--- src/rtl/pattern_scan_pkg.sv ---
// Shared types and defaults for the pattern scan controller and its serial detector.
package pattern_scan_pkg;

    localparam int unsigned PAT_LEN_DEF = 5;
    localparam int unsigned LEN_W_DEF   = 8;
    localparam int unsigned CNT_W_DEF   = 8;

    // Symbol encoding of the serial alphabet.
    localparam logic SYM_B = 1'b0;
    localparam logic SYM_C = 1'b1;

    typedef enum logic [2:0] {
        IDLE,
        FETCH,
        SHIFT,
        DRAIN,
        REPORT
    } scan_state_e;

endpackage

--- src/rtl/pattern_scan_ctrl_if.sv ---
// Command, byte-stream and result handshakes of the pattern scan controller.
interface pattern_scan_ctrl_if
    import pattern_scan_pkg::*;
#(
    parameter int unsigned PAT_LEN = PAT_LEN_DEF,
    parameter int unsigned LEN_W   = LEN_W_DEF,
    parameter int unsigned CNT_W   = CNT_W_DEF
);

    logic               cmd_valid_i;
    logic               cmd_ready_o;
    logic [LEN_W-1:0]   cmd_len_i;
    logic [PAT_LEN-1:0] cmd_pattern_i;
    logic               byte_valid_i;
    logic               byte_ready_o;
    logic [7:0]         byte_i;
    logic               res_valid_o;
    logic               res_ready_i;
    logic [CNT_W-1:0]   res_count_o;
    logic               busy_o;

    modport master (
        output cmd_valid_i, cmd_len_i, cmd_pattern_i, byte_valid_i, byte_i, res_ready_i,
        input  cmd_ready_o, byte_ready_o, res_valid_o, res_count_o, busy_o
    );

    modport slave (
        input  cmd_valid_i, cmd_len_i, cmd_pattern_i, byte_valid_i, byte_i, res_ready_i,
        output cmd_ready_o, byte_ready_o, res_valid_o, res_count_o, busy_o
    );

endinterface

--- src/rtl/pattern_det_nonover.sv ---
// Bit-serial non-overlapping pattern detector; the first bit received lands in pattern_i[PAT_LEN-1].
module pattern_det_nonover
    import pattern_scan_pkg::*;
#(
    parameter int unsigned PAT_LEN = PAT_LEN_DEF
) (
    input  logic               clk_i,
    input  logic               rst_ni,
    input  logic               clear_i,
    input  logic               bit_valid_i,
    input  logic               bit_i,
    input  logic [PAT_LEN-1:0] pattern_i,
    output logic               match_o
);

    localparam int unsigned        FILL_W    = $clog2(PAT_LEN + 1);
    localparam logic [FILL_W-1:0]  FILL_FULL = FILL_W'(PAT_LEN);

    logic [PAT_LEN-1:0] hist_q, hist_d;
    logic [FILL_W-1:0]  fill_q, fill_d;
    logic [FILL_W-1:0]  fill_inc;
    logic               match_q, match_d;

    // Fill saturates at a full window; a hit empties it so matched bits are never reused.
    always_comb begin
        hist_d   = hist_q;
        fill_d   = fill_q;
        match_d  = 1'b0;
        fill_inc = (fill_q == FILL_FULL) ? FILL_FULL : fill_q + FILL_W'(1);
        if (clear_i) begin
            hist_d = '0;
            fill_d = '0;
        end else if (bit_valid_i) begin
            hist_d = {hist_q[PAT_LEN-2:0], bit_i};
            if ((fill_inc == FILL_FULL) && (hist_d == pattern_i)) begin
                match_d = 1'b1;
                fill_d  = '0;
            end else begin
                fill_d = fill_inc;
            end
        end
    end

    always_ff @(posedge clk_i or negedge rst_ni) begin
        if (!rst_ni) begin
            hist_q  <= '0;
            fill_q  <= '0;
            match_q <= 1'b0;
        end else begin
            hist_q  <= hist_d;
            fill_q  <= fill_d;
            match_q <= match_d;
        end
    end

    assign match_o = match_q;

endmodule

--- src/rtl/pattern_scan_ctrl.sv ---
// Fetches command bytes, serializes them MSB-first into the detector and reports the match count.
module pattern_scan_ctrl
    import pattern_scan_pkg::*;
#(
    parameter int unsigned PAT_LEN = PAT_LEN_DEF,
    parameter int unsigned LEN_W   = LEN_W_DEF,
    parameter int unsigned CNT_W   = CNT_W_DEF
) (
    input  logic                clk_i,
    input  logic                rst_ni,
    pattern_scan_ctrl_if.slave  bus
);

    localparam logic [CNT_W-1:0] CNT_MAX = {CNT_W{1'b1}};

    scan_state_e        state_q, state_d;
    logic [PAT_LEN-1:0] pat_q, pat_d;
    logic [LEN_W-1:0]   rem_q, rem_d;
    logic [7:0]         sreg_q, sreg_d;
    logic [2:0]         idx_q, idx_d;
    logic [CNT_W-1:0]   cnt_q, cnt_d;
    logic               cmd_rdy_q, byte_rdy_q, res_vld_q, busy_q;

    logic cmd_hs, byte_hs, res_hs;
    logic det_clear, det_bit_valid, det_bit, det_match;

    always_comb begin
        state_d       = state_q;
        pat_d         = pat_q;
        rem_d         = rem_q;
        sreg_d        = sreg_q;
        idx_d         = idx_q;
        cnt_d         = cnt_q;
        det_clear     = 1'b0;
        det_bit_valid = 1'b0;
        det_bit       = sreg_q[7];
        cmd_hs        = bus.cmd_valid_i && cmd_rdy_q;
        byte_hs       = bus.byte_valid_i && byte_rdy_q;
        res_hs        = bus.res_ready_i && res_vld_q;

        if (det_match && (cnt_q != CNT_MAX)) begin
            cnt_d = cnt_q + CNT_W'(1);
        end

        unique case (state_q)
            IDLE: begin
                if (cmd_hs) begin
                    pat_d     = bus.cmd_pattern_i;
                    rem_d     = bus.cmd_len_i;
                    cnt_d     = '0;
                    det_clear = 1'b1;
                    state_d   = (bus.cmd_len_i != '0) ? FETCH : REPORT;
                end
            end
            FETCH: begin
                if (byte_hs) begin
                    sreg_d  = bus.byte_i;
                    idx_d   = 3'd7;
                    state_d = SHIFT;
                end
            end
            SHIFT: begin
                det_bit_valid = 1'b1;
                sreg_d        = {sreg_q[6:0], 1'b0};
                idx_d         = idx_q - 3'd1;
                if (idx_q == 3'd0) begin
                    rem_d   = rem_q - LEN_W'(1);
                    state_d = (rem_q == LEN_W'(1)) ? DRAIN : FETCH;
                end
            end
            // Lets a match completed by the last bit reach the counter before REPORT.
            DRAIN: state_d = REPORT;
            REPORT: begin
                if (res_hs) begin
                    state_d = IDLE;
                end
            end
            default: state_d = IDLE;
        endcase
    end

    // Handshake flags are registered decodes of the next state.
    always_ff @(posedge clk_i or negedge rst_ni) begin
        if (!rst_ni) begin
            state_q    <= IDLE;
            pat_q      <= '0;
            rem_q      <= '0;
            sreg_q     <= '0;
            idx_q      <= '0;
            cnt_q      <= '0;
            cmd_rdy_q  <= 1'b1;
            byte_rdy_q <= 1'b0;
            res_vld_q  <= 1'b0;
            busy_q     <= 1'b0;
        end else begin
            state_q    <= state_d;
            pat_q      <= pat_d;
            rem_q      <= rem_d;
            sreg_q     <= sreg_d;
            idx_q      <= idx_d;
            cnt_q      <= cnt_d;
            cmd_rdy_q  <= (state_d == IDLE);
            byte_rdy_q <= (state_d == FETCH);
            res_vld_q  <= (state_d == REPORT);
            busy_q     <= (state_d != IDLE);
        end
    end

    pattern_det_nonover #(
        .PAT_LEN (PAT_LEN)
    ) u_det (
        .clk_i       (clk_i),
        .rst_ni      (rst_ni),
        .clear_i     (det_clear),
        .bit_valid_i (det_bit_valid),
        .bit_i       (det_bit),
        .pattern_i   (pat_q),
        .match_o     (det_match)
    );

    assign bus.cmd_ready_o  = cmd_rdy_q;
    assign bus.byte_ready_o = byte_rdy_q;
    assign bus.res_valid_o  = res_vld_q;
    assign bus.res_count_o  = cnt_q;
    assign bus.busy_o       = busy_q;

endmodule

--- src/flat_wrapper.sv ---
// flat-port wrapper written by rule: the top's interface ports become plain ports
module pattern_scan_ctrl_flat import pattern_scan_pkg::*;
#(
    parameter int unsigned PAT_LEN = PAT_LEN_DEF,
    parameter int unsigned LEN_W   = LEN_W_DEF,
    parameter int unsigned CNT_W   = CNT_W_DEF
)
  (clk_i, rst_ni, bus_cmd_valid_i, bus_cmd_len_i, bus_cmd_pattern_i, bus_byte_valid_i, bus_byte_i, bus_res_ready_i, bus_cmd_ready_o, bus_byte_ready_o, bus_res_valid_o, bus_res_count_o, bus_busy_o);
  pattern_scan_ctrl_if #(.PAT_LEN(PAT_LEN), .LEN_W(LEN_W), .CNT_W(CNT_W)) bus_i ();
  input  logic clk_i;
  input  logic rst_ni;
  input wire logic [$bits(bus_i.cmd_valid_i)-1:0] bus_cmd_valid_i;
  input wire logic [$bits(bus_i.cmd_len_i)-1:0] bus_cmd_len_i;
  input wire logic [$bits(bus_i.cmd_pattern_i)-1:0] bus_cmd_pattern_i;
  input wire logic [$bits(bus_i.byte_valid_i)-1:0] bus_byte_valid_i;
  input wire logic [$bits(bus_i.byte_i)-1:0] bus_byte_i;
  input wire logic [$bits(bus_i.res_ready_i)-1:0] bus_res_ready_i;
  output wire logic [$bits(bus_i.cmd_ready_o)-1:0] bus_cmd_ready_o;
  output wire logic [$bits(bus_i.byte_ready_o)-1:0] bus_byte_ready_o;
  output wire logic [$bits(bus_i.res_valid_o)-1:0] bus_res_valid_o;
  output wire logic [$bits(bus_i.res_count_o)-1:0] bus_res_count_o;
  output wire logic [$bits(bus_i.busy_o)-1:0] bus_busy_o;
  assign bus_i.cmd_valid_i = bus_cmd_valid_i;
  assign bus_i.cmd_len_i = bus_cmd_len_i;
  assign bus_i.cmd_pattern_i = bus_cmd_pattern_i;
  assign bus_i.byte_valid_i = bus_byte_valid_i;
  assign bus_i.byte_i = bus_byte_i;
  assign bus_i.res_ready_i = bus_res_ready_i;
  assign bus_cmd_ready_o = bus_i.cmd_ready_o;
  assign bus_byte_ready_o = bus_i.byte_ready_o;
  assign bus_res_valid_o = bus_i.res_valid_o;
  assign bus_res_count_o = bus_i.res_count_o;
  assign bus_busy_o = bus_i.busy_o;
  pattern_scan_ctrl #(.PAT_LEN(PAT_LEN), .LEN_W(LEN_W), .CNT_W(CNT_W)) u_core (.clk_i(clk_i), .rst_ni(rst_ni), .bus(bus_i));
endmodule
--- config.mk ---
export PLATFORM = sky130hd
export DESIGN_NAME = pattern_scan_ctrl_flat
export DESIGN_NICKNAME = d
export VERILOG_FILES = /design/src/rtl/pattern_scan_pkg.sv /design/src/rtl/pattern_scan_ctrl_if.sv /design/src/rtl/pattern_det_nonover.sv /design/src/rtl/pattern_scan_ctrl.sv /design/src/flat_wrapper.sv
export SDC_FILE = /design/constraint.sdc
export NUM_CORES = 1
export LEC_CHECK = 0
export ABC_AREA = 0
export ABC_CLOCK_PERIOD_IN_PS = 1900
export CAP_MARGIN = 0
export CORE_ASPECT_RATIO = 1.2
export CORE_UTILIZATION = 53
export CTS_CLUSTER_DIAMETER = 60
export DETAILED_ROUTE_END_ITERATION = 10
export DONT_BUFFER_PORTS = 1
export GPL_ROUTABILITY_DRIVEN = 0
export PLACE_DENSITY_LB_ADDON = 0.25
export SETUP_SLACK_MARGIN = 0.3
export SLEW_MARGIN = 15
export SYNTH_ARGS = -nofsm -noshare
export SYNTH_HDL_FRONTEND = slang
export SYNTH_SLANG_ARGS = --single-unit
--- constraint.sdc ---
create_clock -name clk_i -period 1.9 [get_ports clk_i]
set_input_delay 0.38 -clock clk_i [delete_from_list [all_inputs] [get_ports clk_i]]
set_output_delay 0.38 -clock clk_i [all_outputs]
set_load 0.005 [all_outputs]
# Yosys cells after proc, flatten, opt, wreduce, memory -nomap -nowiden
# Cells that the tools add are included.
[totals] regBits=47 in_bits=26 out_inout_bits=12 wordCells=76
[op_classes] n_addsub=4 eq_ne=14 muxes=29 reduce_logical=16
[op_table] op="8-bit two-way mux" count=6
[op_table] op="8-bit case mux with 2 select lines" count=2
[op_table] op="3-bit two-way mux" count=10
[op_table] op="3-bit case mux with 5 select lines" count=1
[op_table] op="3-bit == test, second input constant" count=4
[op_table] op="3-bit zero test" count=3
[op_table] op="8-bit by 1-bit adder with 8-bit output, second input constant" count=1
[op_table] op="8-bit by 1-bit == test with 1-bit output, second input constant" count=1
[op_table] op="4-bit two-way mux" count=2
[op_table] op="8-bit inequality test, second input constant" count=1
[op_table] op="8-bit nonzero test" count=1
[op_table] op="8-bit by 1-bit subtractor with 8-bit output, second input constant" count=1
[op_table] op="3-bit by 1-bit == test with 1-bit output, second input constant" count=2
[op_table] op="3-bit by 2-bit == test with 1-bit output, second input constant" count=2
[op_table] op="1-bit two-way mux" count=6
[op_table] op="2-bit by 1-bit inequality test with 1-bit output, second input constant" count=3
[op_table] op="3-bit case mux with 2 select lines" count=1
[op_table] op="2-bit nonzero test" count=3
[op_table] op="5-bit == test" count=1
[op_table] op="1-bit logical AND" count=5
[op_table] op="2-bit AND reduction" count=2
[op_table] op="3-bit by 1-bit adder with 3-bit output, second input constant" count=1
[op_table] op="3-bit AND reduction" count=1
[op_table] op="3-bit nonzero test" count=1
[op_table] op="other kinds (2)" count=2

# Depth between registers and ports, before layout
# Gate-level depths: netlist (run 1).
[depth] word_depth=7 depth_mapped=7 ltp_nobuf=6

# By module
# A second synthesis (run 1) with hierarchy kept.
[unflattened] cells_unflattened=239 hier_area_um2=2447.3
[modules_own_cells] module="pattern_scan_ctrl" instances=1 cells_per_inst=199 area_per_inst_um2=2006.9 seq_area_each_um2=977.2
[modules_own_cells] module="pattern_det_nonover" instances=1 cells_per_inst=40 area_per_inst_um2=440.4 seq_area_each_um2=200.2

# Least setup slack after synthesis (run 1)
# No wires, ideal clock.
[synth_timing] path_kind="reg2reg" from="register u_core.state_q[0]" to="register u_core.pat_q[0]" setup_time_ns=0.125 arrival_time_ns=1.467 t_required_ns=1.775 setup_slack_ns=0.309 path_stages_with_launch=5 path_buffers=1 synth_period_minus_slack_ns=1.591 cell_sequence="dfrtp_1 > or2_2 > clkbuf_2 > nor2_2 > mux2_2"
[synth_between] elab_chain_cells=2
[synth_rtl] item="start: declaration" line_no="pattern_scan_ctrl.sv:16" source="scan_state_e state_q, state_d;"
[synth_rtl] item="start signal: assignment" line_no="pattern_scan_ctrl.sv:96" source="state_q <= state_d;"
[synth_rtl] item="3-bit zero test" line_no="pattern_scan_ctrl.sv:45" source="unique case (state_q)"
[synth_rtl] item="2-bit AND reduction (no line)"
[synth_rtl] item="end signal: assignment" line_no="pattern_scan_ctrl.sv:97" source="pat_q <= pat_d;"
[synth_rtl] item="end: declaration" line_no="pattern_scan_ctrl.sv:17" source="logic [PAT_LEN-1:0] pat_q, pat_d;"
# No other way between the ends.
# A chain may end at the register's enable or synchronous reset.

# Worst setup path after layout (run 1)
[layout_timing] from="register u_core.cmd_rdy_q (netlist: u_core.bus.cmd_ready_o)" to="register u_core.rem_q[5]"
[layout_between] elab_chain_cells=3
[layout_rtl] item="start: declaration" line_no="pattern_scan_ctrl.sv:22" source="logic cmd_rdy_q, byte_rdy_q, res_vld_q, busy_q;"
[layout_rtl] item="start signal: assignment" line_no="pattern_scan_ctrl.sv:102" source="cmd_rdy_q <= (state_d == IDLE);"
[layout_rtl] item="1-bit logical AND" line_no="pattern_scan_ctrl.sv:37" source="cmd_hs = bus.cmd_valid_i && cmd_rdy_q;"
[layout_rtl] item="2-bit by 1-bit inequality test with 1-bit output (no line)"
[layout_rtl] item="3-bit AND reduction (no line)"
[layout_rtl] item="end signal: assignment" line_no="pattern_scan_ctrl.sv:98" source="rem_q <= rem_d;"
[layout_rtl] item="end: declaration" line_no="pattern_scan_ctrl.sv:18" source="logic [LEN_W-1:0] rem_q, rem_d;"
# No other way between the ends.

==> flow_metrics.py, run 1 <==
metrics = {
    "power": {
        "power_density_nw_per_um2": 1366,
        "leakage_nw": 1.167,
        "vdd_drop_max_uv": 751.8,
    },
    "drt": {
        "drt-total-wl_um": 4672,
        "dr.pass1.iters": 4,
        "first_iter_violations": 78,
        "dr.max_layer_used": "met4",
        "wl_met3_um": 196,
        "vias": 1831,
        "wl_met2_um": 2235,
        "antenna_left": 0,
        "wl_met1_um": 2195,
        "wl_per_cell_um": 14.97,
        "route.detailed.drc": 0,
        "viasPerCell": 5.869,
    },
    "setup_path": {
        "r2r-start": "u_core.bus.cmd_ready_o$_DFF_PN1_",
        "cpMaxStageDelayCell": "dfstp_2",
        "path_buf_inv": 0,
        "ff2ff_path_depth": 4,
        "r2r_setup_slack_ns": 0.34,
        "cp.arrival_ns": 1.73,
        "slowest_delay_ns": 0.55,
        "cp.required_ns": 2.08,
        "cp_max_fo": 6,
        "path_delay_family": "compound AO/OA/AOI/OAI gates",
        "critPathLaunchType": "flip-flop",
        "path_cells": "nand3b_1, o22ai_2, o21ai_0, o2bb2ai_1",
        "crit_path_end_kind": "flip-flop",
        "path_class": "flip-flop to flip-flop",
        "reg2reg_to": "u_core.rem_q[5]$_DFFE_PN0P_",
        "crit_start": "u_core.bus.cmd_ready_o$_DFF_PN1_",
    },
    "sta": {
        "tightest_slew_ns": 0.3509,
        "finalSetupViolations": 0,
        "grt_setup_unrepaired": "true",
        "fin_crit_ns": 1.556,
        "timing.hold.ws_ns": 0.2294,
        "period_share": 0.8192,
        "fin_skew_ns": 0.004252,
        "timing.final.hold_violations": 0,
        "fmax_mhz": 642.5,
        "tns_ns": 0,
        "drv_slew": 0,
        "max_slew_margin": 0.7639,
    },
    "placement": {
        "port_buffers": 0,
        "dp_hpwl_um": 3170,
        "dp_cells": 295,
    },
    "min_path": {
        "hold_start": "bus_cmd_pattern_i[1]",
        "hold_path_depth": 1,
        "whs_endpoint": "u_core.pat_q[1]$_DFFE_PN0P_",
        "hold_path_class": "input pin to flip-flop",
    },
    "floorplan": {
        "ios": 38,
        "core_area_um2": 4294,
        "rows": 26,
        "die-width_um": 63.38,
        "dieHeight_um": 75.66,
        "dieArea_um2": 4795,
        "start_util": 0.5580,
    },
    "clock_network": {
        "clk_pin_slew_ns": 0.08,
        "clock_latency_ns": 0.29,
        "cts.htree.levels": 2,
        "ctsRootBufferMaster": "clkbuf_8",
        "clockBufferDepth": 2,
        "cts_sinks": 47,
        "cts_tree": "built",
        "cts_buffers": 5,
    },
    "cells_and_area": {
        "fill_cells": 392,
        "diodes": 0,
        "utilization": 0.6235,
        "layout-drive-gt1-share": 0.1523,
        "synthToLayoutAreaGrowth_pct": 11.75,
        "nets": 286,
        "instances_no_fill": 312,
    },
    "run_status": {
        "status": "complete, no violations",
    },
    "yosys": {
        "ys_warn_count": 0,
        "synth_fp_nets": 274,
        "yosysUniqueCellTypes": 49,
        "ys_seq_elements": 47,
        "syn_avg_cell_area_um2": 9.860,
        "async_reset_ff_frac": 1.000,
        "synth_edf_count": 0,
        "syn_area_um2": 2396,
        "ys_seq_area_frac": 0.4914,
        "syn_inst": 243,
        "synth_top_flop_cell": "dfrtp_1",
    },
    "grt": {
        "grt_pass1_wl_um": 7452,
        "grt_usage": 0.2016,
        "antenna_found_initial": 0,
        "grt_pass1_vias": 1718,
        "grt_max_degree": 48,
        "gr-total-overflow": 0,
    },
    "job": {
        "drv_cap": 0,
    },
}
-- kinds of logic after synthesis --
kind of cell,Yosys count,synth area share
XOR/XNOR,7,0.02559
flip-flops,47,0.4914
AO/OA/AOI/OAI,66,0.1676
multiplexers,16,0.06945
buffers and inverters,16,0.03551
AND/OR/NAND/NOR,86,0.1843
adder cells (fa/ha/maj),5,0.02611
-- worst max path at each step --
stage | cells past startpoint | endpoint
global placement | 4 | u_core.rem_q[4]$_DFFE_PN0P_
finish | 4 | u_core.rem_q[5]$_DFFE_PN0P_
CTS | 5 | u_core.rem_q[7]$_DFFE_PN0P_
global route | 4 | u_core.rem_q[5]$_DFFE_PN0P_
detailed placement | 4 | u_core.sreg_q[6]$_DFFE_PN0P_
floorplan | 4 | u_core.pat_q[0]$_DFFE_PN0P_
-- sequential cells by signal, summed over array words and instances, names as in the netlist --
signal and flops:
u_core.sreg_q 8, u_core.bus.byte_ready_o 1, u_core.bus.res_count_o 8, u_core.state_q 3
u_core.idx_q 3, u_core.pat_q 5, u_core.bus.res_valid_o 1, u_core.bus.cmd_ready_o 1
u_core.bus.busy_o 1, u_core.rem_q 8, u_core.u_det.fill_q 3, u_core.u_det.hist_q 4
u_core.u_det.match_o 1
-- synth_stat cells, types with 2 or more instances --
cell type	count	area, um^2
dfrtp_1	46	1151
nand2_1	27	101.4
nor2_1	21	78.83
o21ai_0	19	95.09
a21oi_1	14	70.07
mux2i_1	11	110.1
o21ai_1	11	55.05
inv_1	6	22.52
nand3_1	6	30.03
ha_1	5	62.56
mux2_2	5	56.30
xnor2_1	5	43.79
buf_2	4	20.02
nand2b_1	4	25.02
nor3_1	4	20.02
and3_1	3	18.77
nand4_1	3	18.77
nor4_1	3	18.77
o22a_1	3	26.28
a21o_1	2	15.01
a22o_1	2	17.52
a22oi_1	2	15.01
a31oi_1	2	12.51
a32o_1	2	20.02
buf_6	2	22.52
clkbuf_1	2	7.510
nor2_2	2	12.51
o22ai_1	2	12.51
o2bb2ai_1	2	17.52
or2_2	2	12.51
or3b_1	2	17.52
xor2_1	2	17.52
-- cells in the final DEF (no fill, tap or decap), types with 3 or more instances in the layout --
cell type  count
a21oi_1       14
and3_1         3
buf_4          8
buf_6          3
clkbuf_8       5
dfrtp_1       44
ha_1           5
inv_1          6
mux2_4         5
mux2i_1       11
nand2_1       27
nand2b_1       4
nand3_1        6
nand4_1        3
nor2_1        21
nor3_1         4
nor4_1         3
o21ai_0       16
o21ai_1       14
xnor2_1        5
-- final cells by class --
cell class                 count  area (um^2)  area share
clock buffer                   7        76.32     0.02850
clock inverter                 1        5.005    0.001869
inverter                       6        22.52    0.008411
multi-input combinational    181         1187      0.4435
sequential                    47         1180      0.4407
tap                           56        70.07     0.02617
timing repair buffer          14        136.4     0.05093
-- where the power goes --
group	switching, W	internal [W]	leakage (nW)	total [W]
clock	0.000312	0.000258	0.0422	0.000570
sequential	0.000321	0.00137	0.592	0.00170
combinational	0.000698	0.000693	0.532	0.00139
total	0.00133	0.00233	1.17	0.00366
-- metal layers --
metal | track usage | vias to the layer above
met5 | 0 | -
met4 | 0.05808 | 0
met2 | 0.3428 | 33
met3 | 0.04940 | 5
li1 | - | 899
met1 | 0.2582 | 894
-- stage by stage --
stage	power [W]	cell area, um^2	worst slack (ns)
2_1_floorplan	0.002629	2396	0.3086
3_3_place_gp	0.002835	2455	0.2837
3_5_place_dp	0.002884	2455	0.2280
4_1_cts	0.003531	2592	0.3000
5_1_grt	0.003949	2678	0.2610
6_report	0.003656	2678	0.3435
-- repair_timing --
action	in CTS	in global routing
cloned	0	2
resized for setup	7	12
hold buffers	2	0
endpoints found under the setup margin	19	17
endpoints found under the hold margin	47	0
setup buffers	1	4
pin swaps	0	3
Note: power is estimated with default switching activity, not from simulation.
==> run 2: changes to the inputs <==
--- a/config.mk
+++ b/config.mk
@@ -6,7 +6,7 @@
 export NUM_CORES = 1
 export LEC_CHECK = 0
 export ABC_AREA = 0
-export ABC_CLOCK_PERIOD_IN_PS = 1900
+export ABC_CLOCK_PERIOD_IN_PS = 1550
 export CAP_MARGIN = 0
 export CORE_ASPECT_RATIO = 1.2
 export CORE_UTILIZATION = 53
==> constraint.sdc (replaced) <==
create_clock -name clk_i -period 1.55 [get_ports clk_i]
set_input_delay 0.31 -clock clk_i [delete_from_list [all_inputs] [get_ports clk_i]]
set_output_delay 0.31 -clock clk_i [all_outputs]
set_load 0.005 [all_outputs]
==> flow_metrics.py, run 2 (synthesis results as in run 1) <==
metrics = {
    "run_status": {
        "status": "finished with violations",
        "violations": "negative hold slack, negative setup slack",
    },
    "grt": {
        "grt_usage": 0.2495,
        "gr-total-overflow": 0,
        "grt_pass1_wl_um": 9128,
        "grt_pass1_vias": 2000,
        "antenna_found_initial": 0,
        "grt_max_degree": 48,
    },
    "setup_path": {
        "path_delay_family": "simple AND/OR/NAND/NOR gates",
        "path_class": "flip-flop to flip-flop",
        "cp.required_ns": 1.74,
        "cpMaxStageDelayCell": "or4_4",
        "cp_max_fo": 3,
        "path_buf_inv": 0,
        "cp.arrival_ns": 1.77,
        "crit_path_end_kind": "flip-flop",
        "r2r-start": "u_core.u_det.hist_q[1]$_DFFE_PN0P_",
        "r2r_setup_slack_ns": -0.03,
        "crit_start": "u_core.u_det.hist_q[1]$_DFFE_PN0P_",
        "path_cells": "xnor2_1, nand4_1, or4_4, a32o_1",
        "critPathLaunchType": "flip-flop",
        "slowest_delay_ns": 0.52,
        "ff2ff_path_depth": 4,
        "cp_num_cells": 4,
        "critPathCapture": "u_core.u_det.fill_q[2]$_DFFE_PN0P_",
        "reg2reg_to": "u_core.u_det.fill_q[2]$_DFFE_PN0P_",
    },
    "cells_and_area": {
        "nets": 312,
        "utilization": 0.7605,
        "layout_commonest_cell": "dfrtp_1",
        "synthToLayoutAreaGrowth_pct": 36.29,
        "final_cell_mix": "dfrtp_1, nand2_1, buf_4",
        "instances_no_fill": 338,
        "stdcell_area_um2": 3266,
        "layout-drive-gt1-share": 0.3759,
        "diodes": 0,
    },
    "sta": {
        "fin_ws_ns": -0.03162,
        "timing.final.hold_violations": 47,
        "drv_slew": 0,
        "max_slew_margin": 0.6604,
        "fin_crit_ns": 1.582,
        "tightest_slew_ns": 0.5081,
        "finalSetupViolations": 10,
        "fin_skew_ns": 0.004724,
        "timing.hold.ws_ns": -0.3060,
        "grt_setup_unrepaired": "true",
        "period_share": 1.020,
        "fmax_mhz": 632.3,
    },
    "floorplan": {
        "dieHeight_um": 75.66,
        "die-width_um": 63.38,
        "core_area_um2": 4294,
        "ios": 38,
        "rows": 26,
        "dieArea_um2": 4795,
        "start_util": 0.5580,
    },
    "clock_network": {
        "cts_tree": "built",
        "cts_sinks": 47,
        "clock_latency_ns": 0.30,
        "clockBufferDepth": 2,
        "clk_pin_slew_ns": 0.08,
        "cts_buffers": 5,
        "ctsRootBufferMaster": "clkbuf_8",
        "cts.htree.levels": 2,
    },
    "power": {
        "total_power_w": 0.005589,
        "leakage_nw": 1.368,
        "power_density_nw_per_um2": 1711,
        "vdd_drop_max_uv": 1028,
    },
    "job": {
        "drv_cap": 0,
    },
    "placement": {
        "dp_cells": 307,
        "placed_cell_area_um2": 2629,
        "dp_hpwl_um": 3512,
        "port_buffers": 0,
    },
    "drt": {
        "vias": 2043,
        "dr.pass1.iters": 6,
        "antenna_left": 0,
        "drt-total-wl_um": 5898,
        "route.detailed.drc": 0,
        "viasPerCell": 6.044,
        "first_iter_violations": 112,
        "wl_per_cell_um": 17.45,
    },
    "min_path": {
        "hold_path_class": "input pin to async pin",
    },
}
==> run 2: worst min-delay path by stage <==
stage,startpoint,end,slack (ns),depth (start not counted)
after floorplan,rst_ni,u_core.bus.busy_o$_DFF_PN0_,0.01,0
after global placement,rst_ni,u_core.rem_q[6]$_DFFE_PN0P_,0.02,0
after detailed placement,rst_ni,u_core.bus.busy_o$_DFF_PN0_,0.02,0
after CTS,rst_ni,u_core.idx_q[2]$_DFFE_PN0P_,-0.31,0
after global routing,rst_ni,u_core.idx_q[2]$_DFFE_PN0P_,-0.32,0
final,rst_ni,u_core.bus.busy_o$_DFF_PN0_,-0.31,0
==> run 2: through the flow <==
step	worst slack, ns	setup TNS [ns]
floorplan	0.04118	0
detailed placement	-0.04206	-0.2628
global placement	-0.0001908	-0.0001908
global route	-0.09744	-0.8569
finish	-0.03162	-0.1212
CTS	-0.02828	-0.1036
==> run 2: layer usage <==
layer / routed length (um) / global-route usage / vias to the layer above
li1: - / - / 953
met3: 265 / 0.04940 / 10
met4: 130 / 0.1061 / 0
met1: 2394 / 0.3008 / 1015
met5: 0 / 0 / -
met2: 3107 / 0.4409 / 65
==> run 2: power by group <==
part           internal, W  switching, W  total, W  leakage (nW)
Clock             0.000407      0.000395  0.000802        0.0515
Sequential         0.00168      0.000427   0.00211         0.592
Combinational      0.00142       0.00126   0.00268         0.725
==> run 2: area by class of cell <==
cell class / count / area [um^2]
clock buffers: 8 / 100.1
fillers: 280 / 1028
inverters: 6 / 22.52
multi-input cells: 181 / 1455
flip-flops and latches: 47 / 1180
well taps: 56 / 70.07
repair buffers: 40 / 437.9
==> run 2: what timing repair did <==
item	4_1_cts	5_1_grt
hold endpoints to repair	47	47
endpoints found under the setup margin	43	47
setup buffers	12	7
gates resized for setup	53	40
pin swaps	12	12
cloned	4	0
==> run 3: changes to the inputs <==
--- a/config.mk
+++ b/config.mk
@@ -8,8 +8,7 @@
 export ABC_AREA = 0
 export ABC_CLOCK_PERIOD_IN_PS = 1550
 export CAP_MARGIN = 0
-export CORE_ASPECT_RATIO = 1.2
-export CORE_UTILIZATION = 53
+export CORE_UTILIZATION = 50
 export CTS_CLUSTER_DIAMETER = 60
 export DETAILED_ROUTE_END_ITERATION = 10
 export DONT_BUFFER_PORTS = 1
==> flow_metrics.py, run 3 (synthesis results as in run 1) <==
metrics = {
    "setup_path": {
        "cp_max_fo": 3,
        "cp.arrival_ns": 1.76,
        "slowest_delay_ns": 0.51,
        "crit_path_end_kind": "flip-flop",
        "path_cells": "xnor2_1, nand4_1, or4_4, a32o_1",
        "critPathLaunchType": "flip-flop",
        "cp.required_ns": 1.76,
        "path_class": "flip-flop to flip-flop",
        "cpMaxStageDelayCell": "or4_4",
    },
    "clock_network": {
        "cts_sinks": 47,
        "cts_tree": "built",
        "cts.htree.levels": 2,
        "ctsRootBufferMaster": "clkbuf_8",
        "cts_buffers": 5,
        "clock_latency_ns": 0.31,
        "clockBufferDepth": 2,
        "clk_pin_slew_ns": 0.10,
    },
    "sta": {
        "fin_skew_ns": 0.01332,
        "period_share": 1.002,
        "fin_ws_ns": -0.003508,
        "timing.hold.ws_ns": -0.3179,
        "timing.final.hold_violations": 47,
        "fmax_mhz": 643.7,
        "tightest_slew_ns": 0.5101,
        "finalSetupViolations": 1,
        "max_slew_margin": 0.6591,
        "fin_crit_ns": 1.554,
        "drv_slew": 0,
        "grt_setup_unrepaired": "true",
    },
    "grt": {
        "use_met3": 0.04923,
        "grt_usage": 0.2318,
        "top_usage_layer": "met2",
        "antenna_found_initial": 0,
        "grt_use_met1": 0.3287,
        "grt_max_degree": 48,
        "grt_pass1_wl_um": 9121,
        "grt_pass1_vias": 1910,
        "met2_usage": 0.3598,
        "gr-total-overflow": 0,
    },
    "cells_and_area": {
        "fill_cells": 293,
        "diodes": 0,
        "layout-drive-gt1-share": 0.4099,
        "regArea_um2": 1180,
        "final_cell_mix": "dfrtp_1, nand2_1, buf_4",
        "layout_commonest_cell": "dfrtp_1",
        "synthToLayoutAreaGrowth_pct": 38.02,
        "multi_input_area_um2": 1516,
        "utilization": 0.7391,
        "nets": 313,
    },
    "floorplan": {
        "dieHeight_um": 71.23,
        "core_area_um2": 4474,
        "start_util": 0.5355,
        "rows": 24,
        "die-width_um": 71.23,
        "ios": 38,
        "dieArea_um2": 5073,
    },
    "min_path": {
        "hold_path_class": "input pin to async pin",
    },
    "drt": {
        "drt-total-wl_um": 5852,
        "first_iter_violations": 115,
        "route.detailed.drc": 3,
        "vias": 2026,
        "antenna_left": 0,
        "wl_per_cell_um": 17.47,
        "dr.pass1.iters": 8,
        "viasPerCell": 6.048,
    },
    "job": {
        "drv_cap": 0,
    },
    "run_status": {
        "violations": "design-rule violations, negative hold slack, negative setup slack",
        "status": "finished with violations",
    },
    "placement": {
        "port_buffers": 0,
        "place_ws_ns": -0.06031,
        "dp_hpwl_um": 3287,
    },
    "power": {
        "power_density_nw_per_um2": 1747,
        "leakage_nw": 1.343,
        "vdd_drop_max_uv": 1083,
    },
}
-- run 3: what timing repair did --
action,CTS,global route
pin swaps,15,16
hold endpoints to repair,47,47
buffers inserted,11,7
gates resized for setup,56,50
endpoints found under the setup margin,45,48
cloned,5,0
-- run 3: metrics by stage --
step / power [W] / hold slack [ns] / cells / TNS [ns] / area, um^2
final: 0.005776 / -0.3179 / 335 / -0.003508 / 3307
after global routing: 0.006097 / -0.3269 / 335 / -0.2191 / 3307
after CTS: 0.005289 / -0.3246 / 328 / 0 / 3060
after detailed placement: 0.003811 / 0.01584 / 304 / -0.3753 / 2606
after global placement: 0.003756 / 0.01570 / 304 / -0.01415 / 2606
after floorplan: 0.003361 / 0.01441 / 243 / 0 / 2465
-- run 3: metal layers --
| layer | routed length [um] | share of wire | vias to the layer above |
|---|---|---|---|
| li1 | - | - | 954 |
| met3 | 321 | 0.055 | 7 |
| met2 | 2840 | 0.49 | 58 |
| met4 | 65 | 0.011 | 0 |
| met5 | 0 | 0 | - |
| met1 | 2624 | 0.45 | 1007 |
-- run 3: worst max-delay path, delay by kind of cell, from the launching register on --
kind,cells,cell delay (ns)
simple gates,2,0.62
flops,1,0.44
compound gates,1,0.24
xor+xnor,1,0.15
-- run 3: final cells by class --
| type | count | area share |
|---|---|---|
| multi-input combinational | 183 | 0.4586 |
| sequential | 47 | 0.3568 |
| timing repair buffer | 39 | 0.1283 |
| clock buffer | 6 | 0.02497 |
| tap | 52 | 0.01967 |
| inverter | 6 | 0.006810 |
| clock inverter | 2 | 0.004919 |
-- run 3: worst paths after layout --
path,start,to,slack (ns),depth (start not counted)
worst min register to register,u_core.idx_q[2]$_DFFE_PN0P_,u_core.idx_q[2]$_DFFE_PN0P_,0.49,1
worst max register to register,u_core.u_det.hist_q[1]$_DFFE_PN0P_,u_core.u_det.fill_q[0]$_DFFE_PN0P_,-0.004,4
min in group clk_i,bus_cmd_pattern_i[1],u_core.pat_q[1]$_DFFE_PN0P_,0.14,1
worst max-delay path,u_core.u_det.hist_q[1]$_DFFE_PN0P_,u_core.u_det.fill_q[0]$_DFFE_PN0P_,-0.004,4
max in group asynchronous,rst_ni,u_core.bus.cmd_ready_o$_DFF_PN1_,1.69,0
worst min-delay path,rst_ni,u_core.sreg_q[2]$_DFFE_PN0P_,-0.32,0
-- run 3: power breakdown --
part / leakage, nW / switching (W) / internal [W]
sequential: 0.592 / 0.000460 / 0.00168
clock: 0.0474 / 0.000442 / 0.000365
combinational: 0.704 / 0.00132 / 0.00151
total: 1.34 / 0.00222 / 0.00356
